--- src/rtl/mips_pipe_pkg.sv ---
// Shared definitions for the MIPS pipeline hazard controller: FSM state
// encodings, counter widths, the memory-wait timeout threshold and the
// bundle of stage-control signals the controller drives.
package mips_pipe_pkg;

   typedef enum logic [1:0] {
      ST_RUN        = 2'd0,
      ST_LOAD_STALL = 2'd1,
      ST_FLUSH      = 2'd2,
      ST_MEM_WAIT   = 2'd3
   } hazard_state_e;

   localparam int STALL_CNT_W = 16;
   localparam int WAIT_CNT_W  = 8;

   // Consecutive MEM_WAIT cycles after which the memory is considered hung.
   localparam logic [WAIT_CNT_W-1:0] MEM_TIMEOUT = 8'd255;

   // One bit per pipeline control line; writes are 1 = advance,
   // flushes/bubble are 1 = zero the control bits of that buffer.
   typedef struct packed {
      logic pc_write;
      logic ifid_write;
      logic idex_write;
      logic exmem_write;
      logic ifid_flush;
      logic idex_flush;
      logic exmem_flush;
      logic memwb_bubble;
      logic pc_src;
   } hazard_ctrl_t;

   // Control word for a pipeline that simply advances with no hazard.
   function automatic hazard_ctrl_t ctrl_advance();
      hazard_ctrl_t c;
      c              = '0;
      c.pc_write     = 1'b1;
      c.ifid_write   = 1'b1;
      c.idex_write   = 1'b1;
      c.exmem_write  = 1'b1;
      return c;
   endfunction

   // True when a load writing dst feeds either source of the next
   // instruction; $zero is never a real dependency.
   function automatic logic reg_hazard(input logic [4:0] dst,
                                       input logic [4:0] src_a,
                                       input logic [4:0] src_b);
      return (dst != 5'd0) && ((dst == src_a) || (dst == src_b));
   endfunction

endpackage

--- src/rtl/sat_counter.sv ---
// Parameterised-width up counter that sticks at its maximum value instead
// of wrapping, with a synchronous clear and a synchronous active-low reset.
module sat_counter #(
   parameter int WIDTH = 8
) (
   input  logic             clk,
   input  logic             rst_n,
   input  logic             clear,
   input  logic             enable,
   output logic [WIDTH-1:0] count
);

   localparam logic [WIDTH-1:0] ONE = WIDTH'(1);

   // Count up on enable, hold at all-ones, clear takes priority over enable.
   always_ff @(posedge clk) begin
      if (!rst_n) begin
         count <= '0;
      end else if (clear) begin
         count <= '0;
      end else if (enable && (count != '1)) begin
         count <= count + ONE;
      end
   end

endmodule

--- src/rtl/pipeline_hazard_ctrl.sv ---
// Hazard controller for a 5-stage MIPS pipeline. Decodes memory-wait,
// branch/jump redirect and load-use hazards into stage enables, flushes and
// a PC-source select, tracks the controller state, and keeps stall and
// memory-wait statistics including a sticky memory timeout flag.
module pipeline_hazard_ctrl
   import mips_pipe_pkg::*;
(
   input  logic        clk,
   input  logic        i_rst_n,
   input  logic [4:0]  i_ifid_rs,
   input  logic [4:0]  i_ifid_rt,
   input  logic        i_idex_memRead,
   input  logic [4:0]  i_idex_rt,
   input  logic        i_exmem_branch,
   input  logic        i_exmem_zf,
   input  logic        i_exmem_jump,
   input  logic        i_exmem_memRead,
   input  logic        i_exmem_memWrite,
   input  logic        i_mem_ready,
   output logic        o_pc_write,
   output logic        o_ifid_write,
   output logic        o_idex_write,
   output logic        o_exmem_write,
   output logic        o_ifid_flush,
   output logic        o_idex_flush,
   output logic        o_exmem_flush,
   output logic        o_memwb_bubble,
   output logic        o_pc_src,
   output logic [1:0]  o_state,
   output logic [15:0] o_stall_count,
   output logic        o_mem_timeout
);

   hazard_state_e           state;
   hazard_state_e           next_state;
   hazard_ctrl_t            ctrl;
   logic                    redirect;
   logic                    redirect_pending;
   logic                    redirect_eff;
   logic                    memwait;
   logic                    loaduse;
   logic                    mem_timeout;
   logic [WAIT_CNT_W-1:0]   wait_count;
   logic [STALL_CNT_W-1:0]  stall_count;

   // Raw hazard conditions seen this cycle; a redirect that arrived during a
   // memory wait is remembered so it cannot be lost when the wait ends.
   always_comb begin
      redirect     = (i_exmem_branch & i_exmem_zf) | i_exmem_jump;
      memwait      = (i_exmem_memRead | i_exmem_memWrite) & ~i_mem_ready;
      loaduse      = i_idex_memRead & reg_hazard(i_idex_rt, i_ifid_rs, i_ifid_rt);
      redirect_eff = redirect | redirect_pending;
   end

   // Priority decode (memwait > redirect > loaduse) of this cycle's controls
   // and the state to enter on the next edge; reset forces a free-running pipe.
   always_comb begin
      ctrl       = ctrl_advance();
      next_state = ST_RUN;
      if (!i_rst_n) begin
         ctrl       = ctrl_advance();
         next_state = ST_RUN;
      end else if (memwait) begin
         ctrl              = '0;
         ctrl.memwb_bubble = 1'b1;
         next_state        = ST_MEM_WAIT;
      end else if (redirect_eff) begin
         ctrl.pc_src      = 1'b1;
         ctrl.ifid_flush  = 1'b1;
         ctrl.idex_flush  = 1'b1;
         ctrl.exmem_flush = 1'b1;
         next_state       = ST_FLUSH;
      end else if (loaduse && (state != ST_LOAD_STALL)) begin
         ctrl.pc_write   = 1'b0;
         ctrl.ifid_write = 1'b0;
         ctrl.idex_flush = 1'b1;
         next_state      = ST_LOAD_STALL;
      end
   end

   // State register plus the deferred-redirect flag, both dropped on reset.
   always_ff @(posedge clk) begin
      if (!i_rst_n) begin
         state            <= ST_RUN;
         redirect_pending <= 1'b0;
      end else begin
         state            <= next_state;
         redirect_pending <= memwait & redirect_eff;
      end
   end

   // Sticky timeout: once the memory has been waited on for the limit, keep
   // reporting it until reset even though stalling continues.
   always_ff @(posedge clk) begin
      if (!i_rst_n) begin
         mem_timeout <= 1'b0;
      end else if (wait_count == MEM_TIMEOUT) begin
         mem_timeout <= 1'b1;
      end
   end

   sat_counter #(
      .WIDTH (STALL_CNT_W)
   ) u_stall_counter (
      .clk    (clk),
      .rst_n  (i_rst_n),
      .clear  (1'b0),
      .enable (~ctrl.pc_write),
      .count  (stall_count)
   );

   sat_counter #(
      .WIDTH (WAIT_CNT_W)
   ) u_wait_counter (
      .clk    (clk),
      .rst_n  (i_rst_n),
      .clear  (~memwait),
      .enable (memwait),
      .count  (wait_count)
   );

   assign o_pc_write     = ctrl.pc_write;
   assign o_ifid_write   = ctrl.ifid_write;
   assign o_idex_write   = ctrl.idex_write;
   assign o_exmem_write  = ctrl.exmem_write;
   assign o_ifid_flush   = ctrl.ifid_flush;
   assign o_idex_flush   = ctrl.idex_flush;
   assign o_exmem_flush  = ctrl.exmem_flush;
   assign o_memwb_bubble = ctrl.memwb_bubble;
   assign o_pc_src       = ctrl.pc_src;
   assign o_state        = state;
   assign o_stall_count  = stall_count;
   assign o_mem_timeout  = mem_timeout;

endmodule

--- config.mk ---
export PLATFORM = sky130hd
export DESIGN_NAME = pipeline_hazard_ctrl
export DESIGN_NICKNAME = d
export VERILOG_FILES = /design/src/rtl/mips_pipe_pkg.sv /design/src/rtl/sat_counter.sv /design/src/rtl/pipeline_hazard_ctrl.sv
export SDC_FILE = /design/constraint.sdc
export NUM_CORES = 1
export LEC_CHECK = 0
export CAP_MARGIN = 20
export CORE_AREA = 3 3 65 67
export CTS_CLUSTER_SIZE = 25
export DETAILED_ROUTE_END_ITERATION = 12
export DIE_AREA = 0 0 68 70
export MAX_ROUTING_LAYER = met4
export PLACE_DENSITY = 0.86
export SKIP_CTS_REPAIR_TIMING = 1
export SYNTH_ARGS = -nofsm -noshare
export SYNTH_HDL_FRONTEND = slang
export SYNTH_HIERARCHICAL = 1
export SYNTH_SLANG_ARGS = --single-unit
--- constraint.sdc ---
create_clock -name clk -period 3.1 [get_ports clk]
set_input_delay 0.62 -clock clk [delete_from_list [all_inputs] [get_ports clk]]
set_output_delay 0.62 -clock clk [all_outputs]
set_load 0.005 [all_outputs]
==> results.yml <==
synth:
  synthTopCellsByArea: "dfxtp_1 34%, xor2_1 6.8%, nor2_1 3.4%, nand2_1 2.9%, a21oi_1 2.7%"
  syn_avg_cell_area_um2: 9.09
  netlist_area_um2: 1660
  synth_top_cell_area_share: 0.337
  synth_edf_count: 0
  yosysUniqueCellTypes: 54
  synth_top_cell_by_area: "dfxtp_1"
  synthSimpleGateAreaFrac: 0.300
  synth_fa_ha_area_frac: 0.0150
  synth_compound_area_frac: 0.216
  ys_ff_latch: 28
  synth_xor_area_frac: 0.0737
  synth_top_family_by_area: "simple AND/OR/NAND/NOR gates"
  ys_warn_count: 6
  synthMuxAreaShare: 0.0241
  seq_area_frac_synth: 0.337
  async_flop_share: 0
  synth_cells: 183
  synth_flop_cell: "dfxtp_1"
worst_setup_path:
  worstPathCellList: "clkdlybuf4s50_1 -> xor2_1 -> nor3_1 -> a22oi_2 -> buf_4 -> o22ai_1 -> clkdlybuf4s50_1"
  cpMostUsedCell: "clkdlybuf4s50_1"
  slowest_stage: "clkdlybuf4s50_1"
  crit_type: "input pin to output port"
  critPathMaxFanout: 3
  arrival_ps: 2420
  worstSetupStartpointType: "input pin"
  ff2ff_path_depth: 8
  required_ps: 2480
  worst_setup_path_end_kind: "output port"
  cp_slowest_stage_delay_ps: 530
die:
  io_pins: 52
  start_util: 0.451
  dieArea_um2: 4760
  row_count: 22
  core-area_um2: 3690
  die_h_um: 70
  die_w_um: 68
sta:
  hold_viol: 0
  rsz0062_at_grt: "no"
  fmax_ghz: 0.329
  tns_ps: 0
  fin_crit_ps: 3040
  finalMaxSlewViolations: 0
  skew_ps: 3.86
  setup_viol: 0
  worst_pin_slew_ps: 500
  maxSlewHeadroom: 0.666
  min_period_over_period: 0.979
clock_network:
  cts-buffers-inserted: 3
  path_clk_slew_ps: 90
  cts-root-buf: "clkbuf_8"
  clkLatencyLatePin_ps: 270
  tritoncts: "yes"
  cts.sinks: 28
  h-tree-depth: 1
  clockBufferDepth: 2
placement:
  hpwl_um: 3050
  placed_cells: 290
  io_buffer_count: 51
  routabilityCongestion: 0.773
detailed_routing:
  wl_per_cell_um: 13.2
  vias_per_cell: 5.51
  first_iter_violations: 72
  wirelength_um: 3870
  num_vias: 1621
  drc: 0
  drt_pass1_iterations: 4
  ant_nets: 0
min_path:
  hold_class: "flop to flop"
  min_path_cells: 1
cells_and_area:
  area_growth_pct: 42.4
  layout-drive-gt1-share: 0.130
  stdcell_count: 294
  nNetsFinal: 273
  antenna_cells: 0
  final_common_cell: "clkdlybuf4s50_1"
  nFillCells: 335
  final_cell_mix: "47 x clkdlybuf4s50_1, 28 x dfxtp_1, 15 x nor2_1"
global_route:
  grt_overflow: 0
  grt_max_degree: 16
  grt_use_total: 0.176
  antenna_found_initial: 0
  grt_pass1_wl_um: 6690
  grt_pass1_vias: 1617
power:
  cellPowerDensity_nw_per_um2: 294
  ir_drop_v: 0.000143
  leakagePower_nw: 0.903
status:
  status: "finished, final reports clean"
flow_run:
  drv_cap: 0
cells in the mapped netlist (all sizes together) (3+ instances only):
cell type and number:
nand2 13, o41ai 3, xor2 13, and4 8
o31ai 4, o21ai 6, nor3 6, nor2b 5
a21oi 9, mux2i 4, and2 3, nor2 15
dfxtp 28, inv 5, or4 3, nand4 7
nand2b 5, o311ai 3, buf 4, nand3 6
nor4 3
report_power, final:
group / total [W] / switching, W / leakage [nW] / internal (W)
Combinational: 0.000110 / 0.0000436 / 0.648 / 0.0000667
Sequential: 0.000366 / 0.00000309 / 0.226 / 0.000363
Clock: 0.000219 / 0.000106 / 0.0288 / 0.000113
cell type report:
class | count | area (um2) | area share
tap | 48 | 60.1 | 0.0254
inverter | 5 | 18.8 | 0.00792
multi-input combinational | 146 | 1060 | 0.449
clock buffer | 4 | 55.1 | 0.0232
sequential | 28 | 561 | 0.237
timing repair buffer | 63 | 611 | 0.258
logic make-up after synthesis:
group           Yosys count
fa+ha+maj                 2
mux                       4
simple gates             80
other cells               1
flops                    28
xor+xnor                 14
compound gates           44
buf+inv                  10
state kept, by name (all words and copies together) (netlist names):
signal	count
o_mem_timeout	1
o_state	2
redirect_pending	1
u_stall_counter/count	16
u_wait_counter/count	8
worst paths after layout:
check                   start                        end  slack (ps)
min reg2reg     o_mem_timeout              o_mem_timeout         470
max reg2reg  redirect_pending  u_stall_counter/count[13]         890
max              i_idex_rt[0]               o_idex_flush          60
min             o_mem_timeout              o_mem_timeout         470
stage by stage:
stage / instance area [um2] / hold slack [ps] / power, W / util / worst slack [ps]
6_report: 2370 / 471 / 0.000696 / 0.642 / 63.8
5_1_grt: 2370 / 486 / 0.000732 / 0.642 / 8.18
4_1_cts: 2350 / 475 / 0.000701 / 0.637 / -42.7
3_5_place_dp: 2290 / 453 / 0.000483 / 0.622 / -68.9
3_3_place_gp: 2290 / 450 / 0.000481 / 0.622 / -28.8
2_1_floorplan: 1670 / 458 / 0.000418 / - / 429
layer usage:
layer | global-route usage | share of wire | vias to the layer above | wire length (um)
li1 | - | - | 812 | -
met4 | 0.0662 | 0.011 | 0 | 42
met1 | 0.206 | 0.43 | 750 | 1670
met2 | 0.293 | 0.50 | 53 | 1940
met5 | - | 0 | - | 0
met3 | 0.0338 | 0.058 | 6 | 223
critical path: cells and delay by family:
family,cells,cell delay (ps)
AOI/OAI and AO/OA,2,230
xor gates and xnor gates,1,190
and+or+nand+nor,1,220
buffers and inverters,3,1160
No activity file was read; power rests on OpenSTA's default activity.
